### src/rtl/vga_timing_pkg.sv
// VGA 800x600@60 timing constants and the per-pixel flag record carried down the display pipeline.
// Latency: n/a (declarations only).
// Backpressure: n/a.
package vga_timing_pkg;

    // Horizontal timing in pixel clocks
    localparam int H_ACT  = 800;
    localparam int H_FP   = 40;
    localparam int H_SYNC = 128;
    localparam int H_BP   = 88;
    localparam int H_TOT  = H_ACT + H_FP + H_SYNC + H_BP;   // 1056

    // Vertical timing in lines
    localparam int V_ACT  = 600;
    localparam int V_FP   = 1;
    localparam int V_SYNC = 4;
    localparam int V_BP   = 23;
    localparam int V_TOT  = V_ACT + V_FP + V_SYNC + V_BP;   // 628

    // Both syncs are active-high for this mode
    localparam logic HS_POL = 1'b1;
    localparam logic VS_POL = 1'b1;

    // Flags decoded from the counters, delayed to meet the returned pixel
    typedef struct packed {
        logic active;
        logic hs;
        logic vs;
        logic in_img;
        logic fst;
    } disp_flags_t;

endpackage

### src/rtl/vga_timing_gen.sv
// Free-running h/v raster counters with decoded active-video, sync and frame-start flags.
// Latency: flags are combinational from the counters (0 cycles).
// Backpressure: none; the raster never stalls.
module vga_timing_gen
    import vga_timing_pkg::*;
(
    input  logic        clk,
    input  logic        rst_n,
    output logic [10:0] h_cnt,
    output logic [9:0]  v_cnt,
    output logic        active,
    output logic        hs,
    output logic        vs,
    output logic        fst
);

    localparam logic [10:0] H_LAST = 11'(H_TOT - 1);
    localparam logic [10:0] H_AEND = 11'(H_ACT);
    localparam logic [10:0] HS_BEG = 11'(H_ACT + H_FP);
    localparam logic [10:0] HS_END = 11'(H_ACT + H_FP + H_SYNC);
    localparam logic [9:0]  V_LAST = 10'(V_TOT - 1);
    localparam logic [9:0]  V_AEND = 10'(V_ACT);
    localparam logic [9:0]  VS_BEG = 10'(V_ACT + V_FP);
    localparam logic [9:0]  VS_END = 10'(V_ACT + V_FP + V_SYNC);

    // Raster scan: h wraps every line, v advances (and wraps) on the h wrap
    always_ff @(posedge clk or negedge rst_n) begin
        if (!rst_n) begin
            h_cnt <= '0;
            v_cnt <= '0;
        end else if (h_cnt == H_LAST) begin
            h_cnt <= '0;
            v_cnt <= (v_cnt == V_LAST) ? 10'd0 : v_cnt + 10'd1;
        end else begin
            h_cnt <= h_cnt + 11'd1;
        end
    end

    assign active = (h_cnt < H_AEND) && (v_cnt < V_AEND);
    assign hs     = ((h_cnt >= HS_BEG) && (h_cnt < HS_END)) ? HS_POL : ~HS_POL;
    assign vs     = ((v_cnt >= VS_BEG) && (v_cnt < VS_END)) ? VS_POL : ~VS_POL;
    assign fst    = (h_cnt == 11'd0) && (v_cnt == 10'd0);

endmodule

### src/rtl/vga_disp_ctr.sv
// Display stage: VGA raster, one BRAM read per image pixel, gray-to-RGB mux with centred image.
// Latency: counter to pins RD_LAT+1 cycles for every output (pixel data meets flags after RD_LAT).
// Backpressure: none; the reader must return each pixel exactly RD_LAT cycles after its request.
module vga_disp_ctr
    import vga_timing_pkg::*;
#(
    parameter int         MAX_ROW = 540,
    parameter int         MAX_COL = 540,
    parameter int         IMG_X0  = 130,
    parameter int         IMG_Y0  = 30,
    parameter int         RD_LAT  = 2,
    parameter logic [7:0] BG_GRAY = 8'h00
) (
    input  logic       clk,
    input  logic       rst_n,
    output logic       bram_en_o,
    input  logic [7:0] pixel_i,
    input  logic       pixel_en_i,
    output logic [3:0] vga_r_o,
    output logic [3:0] vga_g_o,
    output logic [3:0] vga_b_o,
    output logic       vga_hs_o,
    output logic       vga_vs_o,
    output logic       frame_st_o,
    output logic       sync_err_o
);

    // Image must fit inside active video, and the flag pipe needs at least one stage
    if (IMG_X0 + MAX_COL > H_ACT) begin : g_chk_x
        $error("vga_disp_ctr: IMG_X0+MAX_COL exceeds active width");
    end
    if (IMG_Y0 + MAX_ROW > V_ACT) begin : g_chk_y
        $error("vga_disp_ctr: IMG_Y0+MAX_ROW exceeds active height");
    end
    if (RD_LAT < 1) begin : g_chk_lat
        $error("vga_disp_ctr: RD_LAT must be at least 1");
    end

    localparam logic [10:0] X_LO   = 11'(IMG_X0);
    localparam logic [10:0] X_HI   = 11'(IMG_X0 + MAX_COL);
    localparam logic [9:0]  Y_LO   = 10'(IMG_Y0);
    localparam logic [9:0]  Y_HI   = 10'(IMG_Y0 + MAX_ROW);
    localparam logic [3:0]  BG_NIB = BG_GRAY[7:4];

    logic [10:0] h_cnt;
    logic [9:0]  v_cnt;
    logic        active;
    logic        hs;
    logic        vs;
    logic        fst;
    logic        in_img;
    disp_flags_t cur_flags;
    disp_flags_t flag_pipe [RD_LAT];
    disp_flags_t al_flags;
    logic [3:0]  gray_nib;
    logic        unused_pix_lsb;

    vga_timing_gen u_timing (
        .clk    (clk),
        .rst_n  (rst_n),
        .h_cnt  (h_cnt),
        .v_cnt  (v_cnt),
        .active (active),
        .hs     (hs),
        .vs     (vs),
        .fst    (fst)
    );

    // Exactly MAX_COL*MAX_ROW requests per frame, so the reader address wraps on frame boundaries
    assign in_img    = (h_cnt >= X_LO) && (h_cnt < X_HI) && (v_cnt >= Y_LO) && (v_cnt < Y_HI);
    assign bram_en_o = rst_n & in_img;

    assign cur_flags = {active, hs, vs, in_img, fst};
    assign al_flags  = flag_pipe[RD_LAT-1];

    // Only the top nibble of the gray value reaches the 4-bit DAC
    assign unused_pix_lsb = ^pixel_i[3:0];

    // Delay the decoded flags by the read latency so they line up with pixel_i
    always_ff @(posedge clk or negedge rst_n) begin
        if (!rst_n) begin
            for (int i = 0; i < RD_LAT; i++) begin
                flag_pipe[i] <= '0;
            end
        end else begin
            flag_pipe[0] <= cur_flags;
            for (int i = 1; i < RD_LAT; i++) begin
                flag_pipe[i] <= flag_pipe[i-1];
            end
        end
    end

    // Pixel mux: image pixel inside the window, background elsewhere in active video, black in blanking
    always_comb begin
        gray_nib = 4'h0;
        if (al_flags.active) begin
            gray_nib = al_flags.in_img ? pixel_i[7:4] : BG_NIB;
        end
    end

    // Output register; sync error is sticky until reset
    always_ff @(posedge clk or negedge rst_n) begin
        if (!rst_n) begin
            vga_r_o    <= '0;
            vga_g_o    <= '0;
            vga_b_o    <= '0;
            vga_hs_o   <= 1'b0;
            vga_vs_o   <= 1'b0;
            frame_st_o <= 1'b0;
            sync_err_o <= 1'b0;
        end else begin
            vga_r_o    <= gray_nib;
            vga_g_o    <= gray_nib;
            vga_b_o    <= gray_nib;
            vga_hs_o   <= al_flags.hs;
            vga_vs_o   <= al_flags.vs;
            frame_st_o <= al_flags.fst;
            if (pixel_en_i != al_flags.in_img) begin
                sync_err_o <= 1'b1;
            end
        end
    end

endmodule
### config.mk
export PLATFORM = sky130hd
export DESIGN_NAME = vga_disp_ctr
export DESIGN_NICKNAME = d
export VERILOG_FILES = /design/src/rtl/vga_timing_pkg.sv /design/src/rtl/vga_timing_gen.sv /design/src/rtl/vga_disp_ctr.sv
export SDC_FILE = /design/constraint.sdc
export NUM_CORES = 1
export LEC_CHECK = 0
export CELL_PAD_IN_SITES_DETAIL_PLACEMENT = 1
export CELL_PAD_IN_SITES_GLOBAL_PLACEMENT = 1
export CORE_MARGIN = 2
export CORE_UTILIZATION = 26
export DETAILED_ROUTE_END_ITERATION = 8
export PLACE_DENSITY = 0.49
export SETUP_SLACK_MARGIN = 0.5
export SYNTH_ARGS = -nofsm -noshare
export SYNTH_HDL_FRONTEND = slang
export SYNTH_HIERARCHICAL = 1
export SYNTH_SLANG_ARGS = --single-unit
### constraint.sdc
create_clock -name clk -period 3.39 [get_ports clk]
set_input_delay 0.8475 -clock clk [delete_from_list [all_inputs] [get_ports clk]]
set_output_delay 0.8475 -clock clk [all_outputs]
set_load 0.05 [all_outputs]
Word-level counts from Yosys, hierarchy flattened --
Index checks and enable logic that the tools add are counted.
Storage, ports and cells: input port bits 11, flip-flop bits (word level) 39, output and inout bits 17
Operators by class: multiplexer cells 6, bitwise gates (word level) 1, $lt $le $gt $ge 10, reduce and logical (&&, ||, !) cells 9, equal/unequal tests 3, $add $sub $neg 2
Operator list (number):
- $lt 11x10->1 const B | 3
- $lt 10x10->1 const B | 3
- $add 11x1->11 const B | 1
- $eq 11x11->1 const B | 1
- $ge 11x10->1 const B | 1
- $ge 11x8->1 const B | 1
- $logic_not 11->1 | 1
- $mux 11 | 1
- $add 10x1->10 const B | 1
- $eq 10x10->1 const B | 1
- $ge 10x10->1 const B | 1
- $ge 10x5->1 const B | 1
- $logic_not 10->1 | 1
- $mux 10 | 1
- $mux 4 | 2
- $logic_and 1x1->1 | 7
- $mux 1 | 2
- $and 1x1->1 | 1
- $ne 1x1->1 | 1

Logic depth before layout (Yosys ltp) --
word-level depth 5, gate-level depth with buffers 6, depth with buffers taken out 5

By module --
Netlist, hierarchy kept.
By module, submodules not included:
- vga_timing_gen | cells an instance 124, seq. area each 525.5 µm², instances 1, area an instance 1231.2 µm²
- vga_disp_ctr | cells an instance 48, seq. area each 450.4 µm², instances 1, area an instance 698.2 µm²

Worst setup path before layout --
No wires, ideal clock.
path kind flip-flop to output port, from register u_timing.h_cnt[8], to output port bram_en_o, path buffers 0, slack 0.892 ns, cell stages (with the launch flop) 5, data required time 2.543 ns, arrival 1.651 ns, path through dfrtp_1 a21o_1 a31o_1 a2111oi_2 and2_1
Between the ends: cells in the longest elaborated chain, start to end 5, elaborated cells on any way between the ends 6
Ends and longest elaborated chain:
- start, declared | line vga_timing_gen.sv:9 | output logic [10:0] h_cnt,
- start signal, assigned | line vga_timing_gen.sv:35 | h_cnt <= h_cnt + 11'd1;
- $ge 11x8->1 / $lt 11x10->1 (equally long branches) | line vga_disp_ctr.sv:70 | assign in_img = (h_cnt >= X_LO) && (h_cnt < X_HI) && (v_cnt >= Y_LO) && (v_cnt < Y_HI);
- $logic_and 1x1->1 (*) (3 in series) | line vga_disp_ctr.sv:70
- named net in_img | line vga_disp_ctr.sv:51 | logic in_img;
- $and 1x1->1 (*) | line vga_disp_ctr.sv:71 | assign bram_en_o = rst_n & in_img;
- end, declared | line vga_disp_ctr.sv:16 | output logic bram_en_o,
The timed path passes the listed nets; every way through them passes the cells marked *.

Final worst setup path --
from register u_timing.h_cnt[3], to output port bram_en_o
Same word-level chain as after synthesis.

==> impl_summary.md <==
Floorplanning
The vertical extent of the die is 90.1 um. In this run the standard cell core region covers 7210 um^2. The area enclosed by the die boundary is ~8100 um^2. For this configuration, the core starts out at a cell density of 0.267. The top-level I/O count is 28.

Row generation in the floorplan step produced 31 rows. The floorplan step set the die width to 90.1 um.

Cells and area
The antenna cell count is 0. Relative to the synthesized area, the layout overhead comes to 24.0%. At the end of the flow, the number of nets in the layout was 210. The fill cell total of the finished layout is roughly 820. The ratio of cells with drive above 1 in the final layout is 0.164.

Routing
In this run, the number of DRC markers left after iteration 0 of detailed routing was 54. Dividing the detail-routed via count by the number of cells gives 4.67. The average detailed-routed wire length per instance is 14.7 um. The remaining number of nets flagged by the antenna check after routing is 0. The sum of routed wire length over all layers is 4320 um. The final route contains 1,373 vias. In the routed design, unresolved DRC markers number 0.

For this run, the detailed router's first-pass iteration total came to 4.

Yosys
The share of synthesized flip-flops with an asynchronous set or reset is 1.00. Sorting the synthesized cells by how often they occur yields dfrtp_1 (39), nand3_1 (12), nor2_1 (9). The distinct cell type count after synthesis is 46. Among all flip-flop cells after synthesis, the most frequent one is dfrtp_1.

The number of synthesized flops with an enable pin is 0. The compound-cell area share of the yosys netlist is 0.0940. The combinational family with the most area after synthesis is simple AND/OR/NAND/NOR gates.

The total of flip-flops plus latches after synthesis is 39. Of the total synthesized cell area, the portion taken by AND, OR, NAND and NOR gates is 0.225. The number of warnings printed during yosys synthesis is 6.

Counting every net in the synthesized netlist gives 188. Sorting the synthesized cells by area gives the leading types as dfrtp_1 (51%), ha_1 (3.2%), xor2_1 (3.2%). After synthesis the cells add up to 1930 um^2. Of the total synthesized cell area, the portion taken by XOR and XNOR cells is 0.0590. Yosys instantiated no cell more often than dfrtp_1.

The sequential fraction of the synthesis area is 0.506. The dominant cell type by area after synthesis is dfrtp_1. The portion of synthesized area spent on multiplexers is 0.0233.

The share of synthesized area in the top cell type comes to 0.506. In the synthesized netlist, the number of instances is 172. The average cell area after synthesis is 11.2 um^2. Of the total synthesized cell area, the portion taken by full adders, half adders and majority gates is 0.0324.

Placed design
The placer congestion estimate is 0.761. Summed over all nets, the half-perimeter wirelength after detailed placement is 3040 um. The number of buffers inserted by port buffering is 23.

Critical path
The critical path arrival is 1970 ps. The startpoint class of the critical path is a flip-flop. By startpoint and endpoint, the worst setup path is classified as reg -> out.

The signal on the critical path passes through or4_4, o31ai_4, a2111oi_4, and2_1, buf_12. The required time at the endpoint of the critical path is approximately 2500 ps. For this run, the slowest stage of the critical path takes 560 ps. The worst setup path is captured at a primary output. The slowest stage of the critical path is the or4_4 cell. The largest fanout of any net on the critical path is 4.

STA
The setup-violating endpoint count in the final report is 0. The count of final hold-check violations is 0. Setup repair after global routing left no endpoint under its margin. Between clock sinks in the finished design, the worst skew comes to 3.54 ps. For the finished layout, the period the worst path requires is 2820 ps. The max-slew headroom at the worst pin is 0.664. The share of the cycle needed by the critical path after routing is 0.832. At the pin with the least slew margin, the transition time is 502 ps.

Hold timing on the final database bottoms out at a slack of ~350 ps. For this run, the top clock speed supported by timing is 355 MHz. The count of pins over their slew limit is 0. The accumulated negative setup slack is 0 ps.

Clock network
For the worst-skew pair, the clock arrives at the later sink with an insertion delay of just under 300 ps. Clock-pin slew was measured on the worst setup and hold paths at 80 ps. The quantity of hold-fixing buffers added after cts is 0. The clock tree synthesis step divided the H-tree into 2 levels. The tree is rooted in a clkbuf_8. Counting every sink on the clock net gives 39. The largest buffer count on any clock path is 2.

The CTS tree is yes. Counting the buffers created by CTS gives 5.

Power and ir drop
The maximum vdd drop is around 0.17 mV. The power density over the cells is 393 nW/um^2. The analysis attributes to cell leakage a power of 0.00101 uW.

Run
The number of max-cap violations is 0.

Worst hold path
The type of the most critical hold path is reg -> reg.

Global route
The global route total overflow is 0. The largest net degree at the start of global routing is 40. The first global-routing pass estimated 7530 um of wire. For this run, the total global-route usage over all layers was measured as 0.116. The via count of the first global-routing pass is 1,508. The number of antenna violations at the first check in global routing is 0.

Run status
The run finished with clean final reports.
-- path summary, 6_finish.rpt --
kind,start,to,slack [ps],cells after the start
max in group asynchronous,rst_n,u_timing/h_cnt[6]$_DFF_PN0_,2380,2
worst max-delay path,u_timing/h_cnt[3]$_DFF_PN0_,bram_en_o,570,5
worst min register to register,al_flags[3]$_DFF_PN0_,vga_hs_o$_DFF_PN0_,350,0
worst max register to register,u_timing/h_cnt[1]$_DFF_PN0_,u_timing/v_cnt[2]$_DFFE_PN0N_,1380,5
min in group asynchronous,rst_n,u_timing/v_cnt[5]$_DFFE_PN0N_,640,2
worst min-delay path,al_flags[3]$_DFF_PN0_,vga_hs_o$_DFF_PN0_,350,0
-- through the flow --
| stage | area, um^2 | cells | worst slack, ps | power (uW) | util |
|---|---|---|---|---|---|
| after floorplan | 1930 | 172 | 892 | 475 | - |
| after global placement | 2210 | 282 | 831 | 492 | 0.306 |
| after detailed placement | 2210 | 282 | 805 | 492 | 0.306 |
| after CTS | 2340 | 290 | 508 | 958 | 0.325 |
| after global routing | 2390 | 294 | 504 | 984 | 0.332 |
| final | 2390 | 294 | 570 | 940 | 0.332 |
-- per-layer routing --
layer,vias up,track usage,share of wire,wire length (um)
met1,688,0.150,0.49,2130
met3,5,0.0310,0.039,169
met5,-,0,0,0
met2,27,0.183,0.45,1960
li1,653,-,-,-
met4,0,0.0462,0.013,57
-- area by class of cell --
| type | instances | area, um^2 | share of cell area |
|---|---|---|---|
| sequential | 39 | 987 | 0.413 |
| multi-input combinational | 113 | 850 | 0.355 |
| timing repair buffer | 28 | 273 | 0.114 |
| tap | 99 | 124 | 0.0518 |
| clock buffer | 6 | 72.6 | 0.0303 |
| clock inverter | 2 | 60.1 | 0.0251 |
| inverter | 7 | 26.3 | 0.0110 |
-- what timing repair did --
item,in CTS,in global routing
hold endpoints to repair,0,0
endpoints found under the setup margin,1,1
setup buffers,0,4
cloned,0,0
resized for setup,4,6
-- placed cells by master (no fill, tap or decap), types with 4 or more instances in the layout --
master            n
inv_1             7
xor2_1            7
dfrtp_2           9
nor3_1            6
a21oi_1           4
nand3_1          12
buf_4             5
ha_1              5
clkbuf_8          5
nor2_1            9
nand2_1           8
dfrtp_1          30
and3_1            8
clkdlybuf4s50_1  21
xnor2_1           6
nand2b_1          4
nand4_1           6
-- sequential cells by signal, summed over array words and instances (netlist names) --
register / count
flag_pipe: 5
frame_st_o: 1
sync_err_o: 1
al_flags: 5
vga_vs_o: 1
u_timing/v_cnt: 10
vga_b_o: 4
vga_hs_o: 1
u_timing/h_cnt: 11
-- worst max-delay path, delay by kind of cell, from the launching register on --
family                 cells  cell delay [ps]
DFF                        1              430
and+or+nand+nor            2              760
buffers and inverters      1              150
AOI/OAI and AO/OA          2              340
-- power by group --
group,switching (uW),internal (uW),total (uW)
clock,164,294,458
sequential,0.0000000000000103,465,465
combinational,10.2,6.51,16.7
total,174,765,940
-- logic make-up after synthesis --
family,Yosys count
compound gates,20
xor+xnor,13
fa+ha+maj,5
buf+inv,20
flops,39
mux,4
simple gates,71
No activity file was read; power rests on OpenSTA's default activity.
